[config.mk]
export PLATFORM = sky130hd
export DESIGN_NAME = tx_ctrl_rd
export DESIGN_NICKNAME = d
export VERILOG_FILES = /design/src/rtl/tx_ctrl_pkg.sv /design/src/rtl/tx_ctrl_skid_fifo.sv /design/src/rtl/tx_ctrl_rd.sv
export SDC_FILE = /design/constraint.sdc
export NUM_CORES = 1
export LEC_CHECK = 0
export CAP_MARGIN = 30
export CORE_ASPECT_RATIO = 1.2
export CORE_UTILIZATION = 40
export CTS_BUF_LIST = sky130_fd_sc_hd__clkbuf_8
export CTS_CLUSTER_SIZE = 30
export DETAILED_ROUTE_END_ITERATION = 6
export PLACE_DENSITY = 0.72
export REMOVE_ABC_BUFFERS = 1
export SYNTH_ARGS = -nofsm -noshare
export SYNTH_HDL_FRONTEND = slang
export SYNTH_HIERARCHICAL = 1
export SYNTH_SLANG_ARGS = --single-unit
[constraint.sdc]
create_clock -name rd_clk -period 3.2 [get_ports rd_clk]
set_input_delay 0.64 -clock rd_clk [delete_from_list [all_inputs] [get_ports rd_clk]]
set_output_delay 0.64 -clock rd_clk [all_outputs]
set_load 0.02 [all_outputs]
[src/rtl/tx_ctrl_pkg.sv]
// -----------------------------------------------------------------------------
// tx_ctrl_pkg
// Shared definitions for the TX control buffer read-side sequencer.
//   - Default RAM read geometry (address / data width)
//   - Skid FIFO depth
//   - Read sequencer FSM state type
// Optional feature macro: TX_CTRL_RD_CHECKSUM_EN adds the ST_CSUM state.
// -----------------------------------------------------------------------------
package tx_ctrl_pkg;

    localparam int TX_CTRL_ADDR_WIDTH = 7;
    localparam int TX_CTRL_DATA_WIDTH = 16;
    localparam int TX_CTRL_FIFO_DEPTH = 2;

    typedef enum logic [1:0] {
        ST_IDLE  = 2'd0,
        ST_RUN   = 2'd1,
        ST_DRAIN = 2'd2
`ifdef TX_CTRL_RD_CHECKSUM_EN
        ,
        ST_CSUM  = 2'd3
`endif
    } tx_rd_state_t;

endpackage

[src/rtl/tx_ctrl_skid_fifo.sv]
// -----------------------------------------------------------------------------
// tx_ctrl_skid_fifo
// Two-entry synchronous FIFO with a registered head. The head register drives
// the stream outputs directly, so the consumer sees flop outputs only.
// Ports:
//   clk        in   clock
//   rst_n      in   asynchronous active-low reset (clears contents and count)
//   push       in   write push_data this cycle (caller guarantees space)
//   push_data  in   entry to write
//   pop        in   remove head this cycle (ignored when empty)
//   head_data  out  current head entry
//   head_valid out  FIFO not empty
//   count      out  number of stored entries (0..2)
// -----------------------------------------------------------------------------
module tx_ctrl_skid_fifo
    import tx_ctrl_pkg::*;
#(
    parameter int WIDTH = 18
) (
    input  logic             clk,
    input  logic             rst_n,
    input  logic             push,
    input  logic [WIDTH-1:0] push_data,
    input  logic             pop,
    output logic [WIDTH-1:0] head_data,
    output logic             head_valid,
    output logic [$clog2(TX_CTRL_FIFO_DEPTH+1)-1:0] count
);

    localparam int CW = $clog2(TX_CTRL_FIFO_DEPTH + 1);

    logic [WIDTH-1:0] head_q, head_d;
    logic [WIDTH-1:0] tail_q, tail_d;
    logic [CW-1:0]    count_q, count_d;
    logic             do_pop;

    assign do_pop = pop && (count_q != '0);

    always_comb begin
        head_d  = head_q;
        tail_d  = tail_q;
        count_d = count_q;
        case (count_q)
            CW'(0): begin
                if (push) begin
                    head_d  = push_data;
                    count_d = CW'(1);
                end
            end
            CW'(1): begin
                if (do_pop && push) begin
                    head_d = push_data;
                end else if (do_pop) begin
                    count_d = CW'(0);
                end else if (push) begin
                    tail_d  = push_data;
                    count_d = CW'(2);
                end
            end
            CW'(2): begin
                // Full: the tail moves up on a pop; a simultaneous push refills it.
                if (do_pop) begin
                    head_d = tail_q;
                    if (push) begin
                        tail_d = push_data;
                    end else begin
                        count_d = CW'(1);
                    end
                end
            end
            default: count_d = '0;
        endcase
    end

    always_ff @(posedge clk or negedge rst_n) begin
        if (!rst_n) begin
            head_q  <= '0;
            tail_q  <= '0;
            count_q <= '0;
        end else begin
            head_q  <= head_d;
            tail_q  <= tail_d;
            count_q <= count_d;
        end
    end

    assign head_data  = head_q;
    assign head_valid = (count_q != '0);
    assign count      = count_q;

endmodule

[src/rtl/tx_ctrl_rd.sv]
// -----------------------------------------------------------------------------
// tx_ctrl_rd
// Read-side sequencer for the TX control buffer RAM. On an accepted start it
// walks the RAM read port from start_addr for frame_len words (clamped to the
// RAM size, address wrapping), absorbs the one-cycle RAM read latency through a
// two-entry skid FIFO, and presents the words on a valid/ready stream.
// Ports:
//   rd_clk       in   sole clock (also the RAM read clock)
//   rd_rst_n     in   asynchronous active-low reset
//   start        in   one-cycle frame request
//   start_addr   in   first word address, sampled with start
//   frame_len    in   word count, sampled with start (0 = ignored)
//   busy         out  frame in progress (through the done cycle)
//   done         out  one-cycle pulse after the final beat is accepted
//   ram_rd_addr  out  RAM read address
//   ram_rd_data  in   RAM read data, valid the cycle after the address
//   m_data       out  stream data
//   m_valid      out  stream valid
//   m_ready      in   stream ready
//   m_last       out  final beat of the frame
// Optional feature macro: TX_CTRL_RD_CHECKSUM_EN appends a ~sum beat.
// -----------------------------------------------------------------------------
module tx_ctrl_rd
    import tx_ctrl_pkg::*;
#(
    parameter int ADDR_WIDTH = TX_CTRL_ADDR_WIDTH,
    parameter int DATA_WIDTH = TX_CTRL_DATA_WIDTH,
    parameter int LEN_WIDTH  = ADDR_WIDTH + 1
) (
    input  logic                  rd_clk,
    input  logic                  rd_rst_n,
    input  logic                  start,
    input  logic [ADDR_WIDTH-1:0] start_addr,
    input  logic [LEN_WIDTH-1:0]  frame_len,
    output logic                  busy,
    output logic                  done,
    output logic [ADDR_WIDTH-1:0] ram_rd_addr,
    input  logic [DATA_WIDTH-1:0] ram_rd_data,
    output logic [DATA_WIDTH-1:0] m_data,
    output logic                  m_valid,
    input  logic                  m_ready,
    output logic                  m_last
);

    localparam logic [LEN_WIDTH-1:0] MAX_LEN = LEN_WIDTH'(1) << ADDR_WIDTH;
    // FIFO entry: {last, final_data_word, data}
    localparam int FW = DATA_WIDTH + 2;
    localparam int CW = $clog2(TX_CTRL_FIFO_DEPTH + 1);

    tx_rd_state_t          state_q, state_d;
    logic [ADDR_WIDTH-1:0] addr_q, addr_d;
    logic [LEN_WIDTH-1:0]  rem_q, rem_d;
    logic                  inflight_q, inflight_d;
    logic                  inflight_fin_q, inflight_fin_d;
    logic                  busy_q, busy_d;
    logic                  done_q, done_d;
`ifdef TX_CTRL_RD_CHECKSUM_EN
    logic [DATA_WIDTH-1:0] sum_q, sum_d;
    logic                  csum_sent_q, csum_sent_d;
    logic                  csum_push;
`endif

    logic          fifo_push;
    logic [FW-1:0] fifo_push_data;
    logic          fifo_pop;
    logic [FW-1:0] fifo_head;
    logic          fifo_valid;
    logic [CW-1:0] fifo_count;
    logic [2:0]    occupancy;
    logic          issue;
    logic          head_fin;

    assign fifo_pop = fifo_valid && m_ready;
    assign head_fin = fifo_head[DATA_WIDTH];

    // Words held or on their way after this cycle; keeping this below the
    // FIFO depth is what makes overflow impossible.
    assign occupancy = {1'b0, fifo_count} + {2'b00, inflight_q} - {2'b00, fifo_pop};
    assign issue     = (state_q == ST_RUN) && (occupancy < 3'd2);

`ifdef TX_CTRL_RD_CHECKSUM_EN
    assign csum_push      = (state_q == ST_CSUM) && !csum_sent_q;
    assign fifo_push      = inflight_q || csum_push;
    // Data words never carry last here; the checksum beat closes the frame.
    assign fifo_push_data = csum_push ? {1'b1, 1'b0, ~sum_q}
                                      : {1'b0, inflight_fin_q, ram_rd_data};
`else
    assign fifo_push      = inflight_q;
    assign fifo_push_data = {inflight_fin_q, inflight_fin_q, ram_rd_data};
`endif

    always_comb begin
        state_d        = state_q;
        addr_d         = addr_q;
        rem_d          = rem_q;
        busy_d         = busy_q;
        done_d         = 1'b0;
        inflight_d     = issue;
        inflight_fin_d = issue && (rem_q == LEN_WIDTH'(1));
`ifdef TX_CTRL_RD_CHECKSUM_EN
        sum_d       = sum_q;
        csum_sent_d = csum_sent_q;
        if (fifo_pop && (state_q != ST_CSUM)) begin
            sum_d = sum_q + m_data;
        end
`endif
        // busy covers the done cycle, then drops.
        if (done_q) begin
            busy_d = 1'b0;
        end

        case (state_q)
            ST_IDLE: begin
                if (start && !busy_q && (frame_len != '0)) begin
                    state_d = ST_RUN;
                    addr_d  = start_addr;
                    rem_d   = (frame_len > MAX_LEN) ? MAX_LEN : frame_len;
                    busy_d  = 1'b1;
`ifdef TX_CTRL_RD_CHECKSUM_EN
                    sum_d       = '0;
                    csum_sent_d = 1'b0;
`endif
                end
            end
            ST_RUN: begin
                if (issue) begin
                    addr_d = addr_q + 1'b1;
                    rem_d  = rem_q - 1'b1;
                    if (rem_q == LEN_WIDTH'(1)) begin
                        state_d = ST_DRAIN;
                    end
                end
            end
            ST_DRAIN: begin
                // The final data word is the last thing queued, so its
                // acceptance means the FIFO and read pipe are empty.
                if (fifo_pop && head_fin) begin
`ifdef TX_CTRL_RD_CHECKSUM_EN
                    state_d = ST_CSUM;
`else
                    state_d = ST_IDLE;
                    done_d  = 1'b1;
`endif
                end
            end
`ifdef TX_CTRL_RD_CHECKSUM_EN
            ST_CSUM: begin
                if (csum_push) begin
                    csum_sent_d = 1'b1;
                end
                if (fifo_pop && m_last) begin
                    state_d = ST_IDLE;
                    done_d  = 1'b1;
                end
            end
`endif
            default: state_d = ST_IDLE;
        endcase
    end

    always_ff @(posedge rd_clk or negedge rd_rst_n) begin
        if (!rd_rst_n) begin
            state_q        <= ST_IDLE;
            addr_q         <= '0;
            rem_q          <= '0;
            inflight_q     <= 1'b0;
            inflight_fin_q <= 1'b0;
            busy_q         <= 1'b0;
            done_q         <= 1'b0;
`ifdef TX_CTRL_RD_CHECKSUM_EN
            sum_q          <= '0;
            csum_sent_q    <= 1'b0;
`endif
        end else begin
            state_q        <= state_d;
            addr_q         <= addr_d;
            rem_q          <= rem_d;
            inflight_q     <= inflight_d;
            inflight_fin_q <= inflight_fin_d;
            busy_q         <= busy_d;
            done_q         <= done_d;
`ifdef TX_CTRL_RD_CHECKSUM_EN
            sum_q          <= sum_d;
            csum_sent_q    <= csum_sent_d;
`endif
        end
    end

    tx_ctrl_skid_fifo #(
        .WIDTH(FW)
    ) u_fifo (
        .clk       (rd_clk),
        .rst_n     (rd_rst_n),
        .push      (fifo_push),
        .push_data (fifo_push_data),
        .pop       (fifo_pop),
        .head_data (fifo_head),
        .head_valid(fifo_valid),
        .count     (fifo_count)
    );

    assign busy        = busy_q;
    assign done        = done_q;
    assign ram_rd_addr = addr_q;
    assign m_data      = fifo_head[DATA_WIDTH-1:0];
    assign m_valid     = fifo_valid;
    assign m_last      = fifo_valid && fifo_head[DATA_WIDTH+1];

endmodule

# ---- Word level (Yosys, flattened, before mapping)
# Cells that the tools add are included.
dict set report totals {
  reg_bits 59
  in_bits 35
  output_inout_bits 27
  elab_cells 87
}
dict set report classes {
  add_sub_neg 4
  n_lt_le_gt_ge 2
  n_eq_ne 16
  n_mux 33
  n_reduce_logical 22
}
# cell count
set ops {}
lappend ops {{two-way mux 18 bit} 7}
lappend ops {{one-hot mux 18 bit (3 select lines)} 1}
lappend ops {{one-hot mux 18 bit (2 select lines)} 1}
lappend ops {{two-way mux 8 bit} 3}
lappend ops {{two-way mux 2 bit} 10}
lappend ops {{one-hot mux 8 bit (2 select lines)} 1}
lappend ops {{two-way mux 7 bit} 2}
lappend ops {{inequality test 2 bit (second input constant)} 7}
lappend ops {{one-hot mux 7 bit (2 select lines)} 1}
lappend ops {{one-hot mux 2 bit (3 select lines)} 2}
lappend ops {{AND reduction 4 bit} 3}
lappend ops {{logical AND 1 bit} 9}
lappend ops {{equality test 8 x 1 -> 1 bit (second input constant)} 1}
lappend ops {{> comparator 8 bit (second input constant)} 1}
lappend ops {{nonzero test 8 bit} 1}
lappend ops {{subtractor 8 x 1 -> 8 bit (second input constant)} 1}
lappend ops {{adder 7 x 1 -> 7 bit (second input constant)} 1}
lappend ops {{inequality test 2 x 1 -> 1 bit (second input constant)} 3}
lappend ops {{nonzero test 2 bit} 3}
lappend ops {{two-way mux 1 bit} 5}
lappend ops {{AND reduction 5 bit} 1}
lappend ops {{equality test 2 x 1 -> 1 bit (second input constant)} 2}
lappend ops {{equality test 2 bit (second input constant)} 2}
lappend ops {{logical NOT 2 bit} 2}
lappend ops {{other kinds (7)} 7}

# ---- Longest topological paths before layout
dict set report depth {
  depth_word 7
  depth_mapped 11
  ltp_nobuf 9
}

# ---- Hierarchy
# The synthesis kept the hierarchy.
# module instances cells_each area_each_um2 seq_area_each_um2
set modules_own_cells {}
lappend modules_own_cells {tx_ctrl_skid_fifo 1 111 1737.9 950.9}
lappend modules_own_cells {tx_ctrl_rd 1 141 1311.3 525.5}

# ---- Least setup slack after synthesis
# No wires, ideal clock.
dict set report synth_timing {
  path_type {register to register}
  startpoint {register u_fifo.count_q[1], in the netlist u_fifo/count[1]}
  endpoint {register rem_q[6]}
  setup_ns 0.126
  t_arrival_ns 2.784
  required_ns 3.074
  path_slack_ns 0.290
  path_stages_with_launch 10
  n_path_buf 1
  synth_period_minus_slack_ns 2.910
  path_cell_list {dfrtp_1 -> or2_2 -> and2_1 -> nand2b_1 -> a21boi_0 -> fa_1 -> or3_1 -> buf_6 -> and2_4 -> o32a_1}
}
dict set report synth_between {
  elab_chain_len 7
  word_cells_on_any_way 8
  classes_between {2 x add/sub; 1 x order compare; 1 x eq/ne; 4 x reduce/logical}
}
# element line
set synth_lines {}
lappend synth_lines {{start: declaration} tx_ctrl_skid_fifo.sv:34} ;# logic [CW-1:0] count_q, count_d;
lappend synth_lines {{start signal: assignment} tx_ctrl_skid_fifo.sv:83} ;# count_q <= count_d;
lappend synth_lines {{nonzero test 2 bit} tx_ctrl_skid_fifo.sv:88} ;# assign head_valid = (count_q != '0);
lappend synth_lines {{named net m_valid} tx_ctrl_rd.sv:40} ;# output logic m_valid,
lappend synth_lines {{logical AND 1 bit} tx_ctrl_rd.sv:73} ;# assign fifo_pop = fifo_valid && m_ready;
lappend synth_lines {{named net fifo_pop} tx_ctrl_rd.sv:65} ;# logic fifo_pop;
lappend synth_lines {{subtractor 3 x 1 -> 3 bit} tx_ctrl_rd.sv:78} ;# assign occupancy = {1'b0, fifo_count} + {2'b00, inflight_q} - {2'b00, fifo_pop};
lappend synth_lines {{less-than comparator 3 x 2 -> 1 bit} tx_ctrl_rd.sv:79} ;# assign issue = (state_q == ST_RUN) && (occupancy < 3'd2);
lappend synth_lines {{logical AND 1 bit} tx_ctrl_rd.sv:79}
lappend synth_lines {{inequality test 2 bit (no source line)} -}
lappend synth_lines {{AND reduction 3 bit (no source line)} -}
lappend synth_lines {{end signal: assignment} tx_ctrl_rd.sv:177} ;# rem_q <= rem_d;
lappend synth_lines {{end: declaration} tx_ctrl_rd.sv:52} ;# logic [LEN_WIDTH-1:0] rem_q, rem_d;
# The timed path passes the listed nets, and every way through them passes these cells.
# A chain may end at the register's enable or synchronous reset.

# ---- Final worst setup path
dict set report layout_timing {
  startpoint {register u_fifo.count_q[0], in the netlist u_fifo/count[0]}
  endpoint {register rem_q[6]}
}
dict set report layout_between {
  elab_chain_len 7
  word_cells_on_any_way 8
  classes_between {2 x add/sub; 1 x order compare; 1 x eq/ne; 4 x reduce/logical}
}
# element line
set layout_lines {}
lappend layout_lines {{nonzero test 2 bit} tx_ctrl_skid_fifo.sv:88}
lappend layout_lines {{logical AND 1 bit} tx_ctrl_rd.sv:73}
lappend layout_lines {{named net fifo_pop} tx_ctrl_rd.sv:65}
lappend layout_lines {{subtractor 3 x 1 -> 3 bit} tx_ctrl_rd.sv:78}
lappend layout_lines {{less-than comparator 3 x 2 -> 1 bit} tx_ctrl_rd.sv:79}
lappend layout_lines {{logical AND 1 bit} tx_ctrl_rd.sv:79}
lappend layout_lines {{inequality test 2 bit (no source line)} -}
lappend layout_lines {{AND reduction 3 bit (no source line)} -}
# The timed path passes the listed nets, and every way through them passes these cells.

==> flow_summary.json <==
{
  "status": "finished, final reports clean",
  "period_share": 0.925,
  "worst-setup-path-type": "reg2reg",
  "core_area_um2": 7320,
  "period_minus_slack_ns": 2.96,
  "power_frac_comb": 0.479,
  "whs_ns": 0.278,
  "synth-main-ff-cell": "dfrtp_1",
  "synth_area_per_cell_um2": 12.1,
  "antenna_cells": 0,
  "cap_viol_max_count": 0,
  "setup_viol": 0,
  "rsz0062_at_grt": "false",
  "clkSlewWorstSetupHoldPaths_ns": 0.07,
  "post_drt_via_cell_ratio": 5.39,
  "reg2regPathDepth": 8,
  "synth.area.top_cells": "dfrtp_1 (48%), mux2_2 (12%), mux2_4 (4.9%), mux2_1 (4.8%), a21oi_1 (2.1%)",
  "postCtsHoldBufs": 0,
  "multi_input_area_um2": 1450,
  "die_w_um": 81.7,
  "fin_worst_skew_ns": 0.00718,
  "clock_latency_ns": 0.33,
  "place_area_um2": 3770,
  "synth_compound_area_frac": 0.129,
  "slew_violations": 0,
  "num-fill-cells": 636,
  "timing.fmax_mhz": 338,
  "finalInstanceArea_um2": 4020,
  "yosys.area_share.simple": 0.103,
  "path_max_fanout": 10,
  "synth_fa_ha_area_frac": 0.0189,
  "cts_max_level": 3,
  "worst_pin_slew_ns": 0.730,
  "antenna_found_initial": 0,
  "postCtsSetupBuffers": 0,
  "grt_max_degree": 38,
  "initial_utilization": 0.417,
  "final_layout_size_suffix_gt1_frac": 0.242,
  "worst_slack_ns": 0.240,
  "tns_ns": 0,
  "syn_area_um2": 3050,
  "numCtsBuffers": 9,
  "ys_async_sr_fraction": 1.00,
  "cp.arrival_ns": 3.17,
  "cp_data_required_time_ns": 3.41,
  "ys_top_cells_by_count": "dfrtp_1 (59), mux2_2 (32), a21oi_1 (13), mux2_1 (13), nor2_1 (11)",
  "power_density_nw_per_um2": 995,
  "gp_congestion": 0.804,
  "p_switching_mw": 1.38,
  "die_y_um": 97.6,
  "yosysWarningCount": 6,
  "hold_path_class": "in2async",
  "io_buffers": 61,
  "drc_errors": 0,
  "critPathLaunchType": "flip-flop",
  "synth_top_family_by_area": "multiplexers",
  "grt_pass1_vias": 2306,
  "initialDrtViolationCount": 72,
  "area_growth_pct": 31.7,
  "cts_sinks": 59,
  "cts_buffer_depth": 2,
  "max_slew_margin": 0.510,
  "wire_per_inst_um": 15.0,
  "swShare": 0.346,
  "placementRows": 34,
  "dr.pass1.iters": 4,
  "dp_slack_ns": 0.0343,
  "cts_resized": 0,
  "ys_ff_latch": 59,
  "synthCells": 252,
  "root_buffer": "clkbuf_8",
  "muxShareOfSynthArea": 0.219,
  "post-dp-hpwl_mm": 4.41,
  "yosys.area.top_type_share": 0.484,
  "vias": 2262,
  "ir_drop_mv": 0.553,
  "io_pins": 62,
  "p_clk_frac": 0.204,
  "dieArea_um2": 7980,
  "grt_pass1_wl_mm": 10.5,
  "track_usage": 0.173,
  "critPathCaptureType": "flip-flop",
  "p_leak_nw": 1.72,
  "yosysTopAreaCell": "dfrtp_1",
  "yosysMostFrequentCell": "dfrtp_1",
  "gr-total-overflow": 0,
  "ys_seq_area_frac": 0.484,
  "hold_violations": 0,
  "synth-edff-count": 0,
  "synth_xor_area_frac": 0.00287,
  "cts_tree": "built",
  "drt-total-wl_mm": 6.30,
  "seq_area_um2": 1480,
  "synthDistinctLibCells": 50,
  "drtAntennaViolNets": 0,
  "final_nets": 364,
  "seqPwrFrac": 0.316,
  "p_int_mw": 2.61
}
## final timing paths
kind                                 start  slack (ns)                  end
hold / removal                    rd_rst_n        0.28     u_fifo/tail_q[1]
max in group asynchronous         rd_rst_n        2.04  u_fifo/head_data[9]
setup reg to reg           u_fifo/count[0]        0.24             rem_q[6]
min in group rd_clk                   done        0.46                 busy
hold reg to reg                       done        0.46                 busy
setup / recovery           u_fifo/count[0]        0.24             rem_q[6]
## cells by family (layout without fill, tap and decap cells)
logic type / Yosys count / after routing
buffers and inverters: 22 / 100
muxes: 56 / 56
adders and majority gates: 4 / 4
and+or+nand+nor: 54 / 54
xor gates and xnor gates: 1 / 1
AOI/OAI and AO/OA: 56 / 56
DFF: 59 / 59
## worst max-delay path, cell delays in order (launching register included)
cell,delay (ns)
dfrtp_1,0.44
or2_2,0.33
and2_1,0.20
nand2b_1,0.14
a21boi_0,0.23
fa_1,0.47
or3_1,0.47
and2_4,0.22
o32a_1,0.34
## state kept, by name, summed over array words and instances, names as in the netlist
register	count
done	1
state_q	2
fifo_push	1
inflight_fin_q	1
u_fifo/tail_q	18
busy	1
u_fifo/head_data	18
rem_q	8
ram_rd_addr	7
u_fifo/count	2
## power by group through the flow
stage | sequential (mW) | clock (mW) | combinational [mW]
finish | 1.27 | 0.817 | 1.92
CTS | 1.27 | 0.842 | 1.94
global placement | 1.26 | 0 | 1.89
global route | 1.31 | 0.877 | 2.09
detailed placement | 1.28 | 0 | 1.93
floorplan | 1.41 | 0 | 1.02
## area by class of cell
cell class / instances / share of cell area
clock buffer: 10 / 0.0343
clock inverter: 6 / 0.0259
inverter: 10 / 0.00935
multi-input combinational: 171 / 0.360
sequential: 59 / 0.368
tap: 90 / 0.0280
timing repair buffer: 74 / 0.175
## cells in the final DEF (no fill, tap or decap), types with 2 or more instances in the layout
| master | netlist | layout |
|---|---|---|
| a21boi_0 | 2 | 2 |
| a21oi_1 | 13 | 13 |
| a22oi_1 | 3 | 3 |
| a31oi_1 | 8 | 8 |
| and2_1 | 2 | 2 |
| and3_1 | 6 | 6 |
| buf_4 | 2 | 13 |
| bufinv_16 | 0 | 3 |
| clkbuf_8 | 0 | 10 |
| clkdlybuf4s50_1 | 0 | 60 |
| clkinv_2 | 0 | 2 |
| dfrtp_1 | 59 | 59 |
| ha_1 | 3 | 3 |
| inv_1 | 10 | 11 |
| mux2_1 | 13 | 13 |
| mux2_2 | 32 | 32 |
| mux2_4 | 10 | 10 |
| nand2_1 | 7 | 7 |
| nand2b_1 | 5 | 5 |
| nand3_1 | 8 | 8 |
| nor2_1 | 11 | 11 |
| nor2b_1 | 3 | 2 |
| nor3_1 | 2 | 2 |
| o211ai_1 | 3 | 3 |
| o21ai_0 | 6 | 6 |
| o22a_1 | 4 | 4 |
| o22ai_1 | 4 | 4 |
| o2bb2a_1 | 2 | 2 |
| or4_4 | 2 | 2 |
## metal layers
metal	vias up	GRT usage	part of all wire	wire length (µm)
met2	81	0.283	0.49	3090
met4	0	0.0526	0.010	65
met3	7	0.0498	0.059	372
met5	-	0	0	0
li1	1085	-	-	-
met1	1089	0.216	0.44	2770
## stage by stage
stage | instances | utilization | power, mW
after CTS | 420 | 0.549 | 4.04
after global routing | 420 | 0.549 | 4.27
final | 420 | 0.549 | 4.00
after global placement | 404 | 0.516 | 3.15
after floorplan | 240 | - | 2.44
after detailed placement | 404 | 0.516 | 3.20
(Power assumes the default switching activity.)
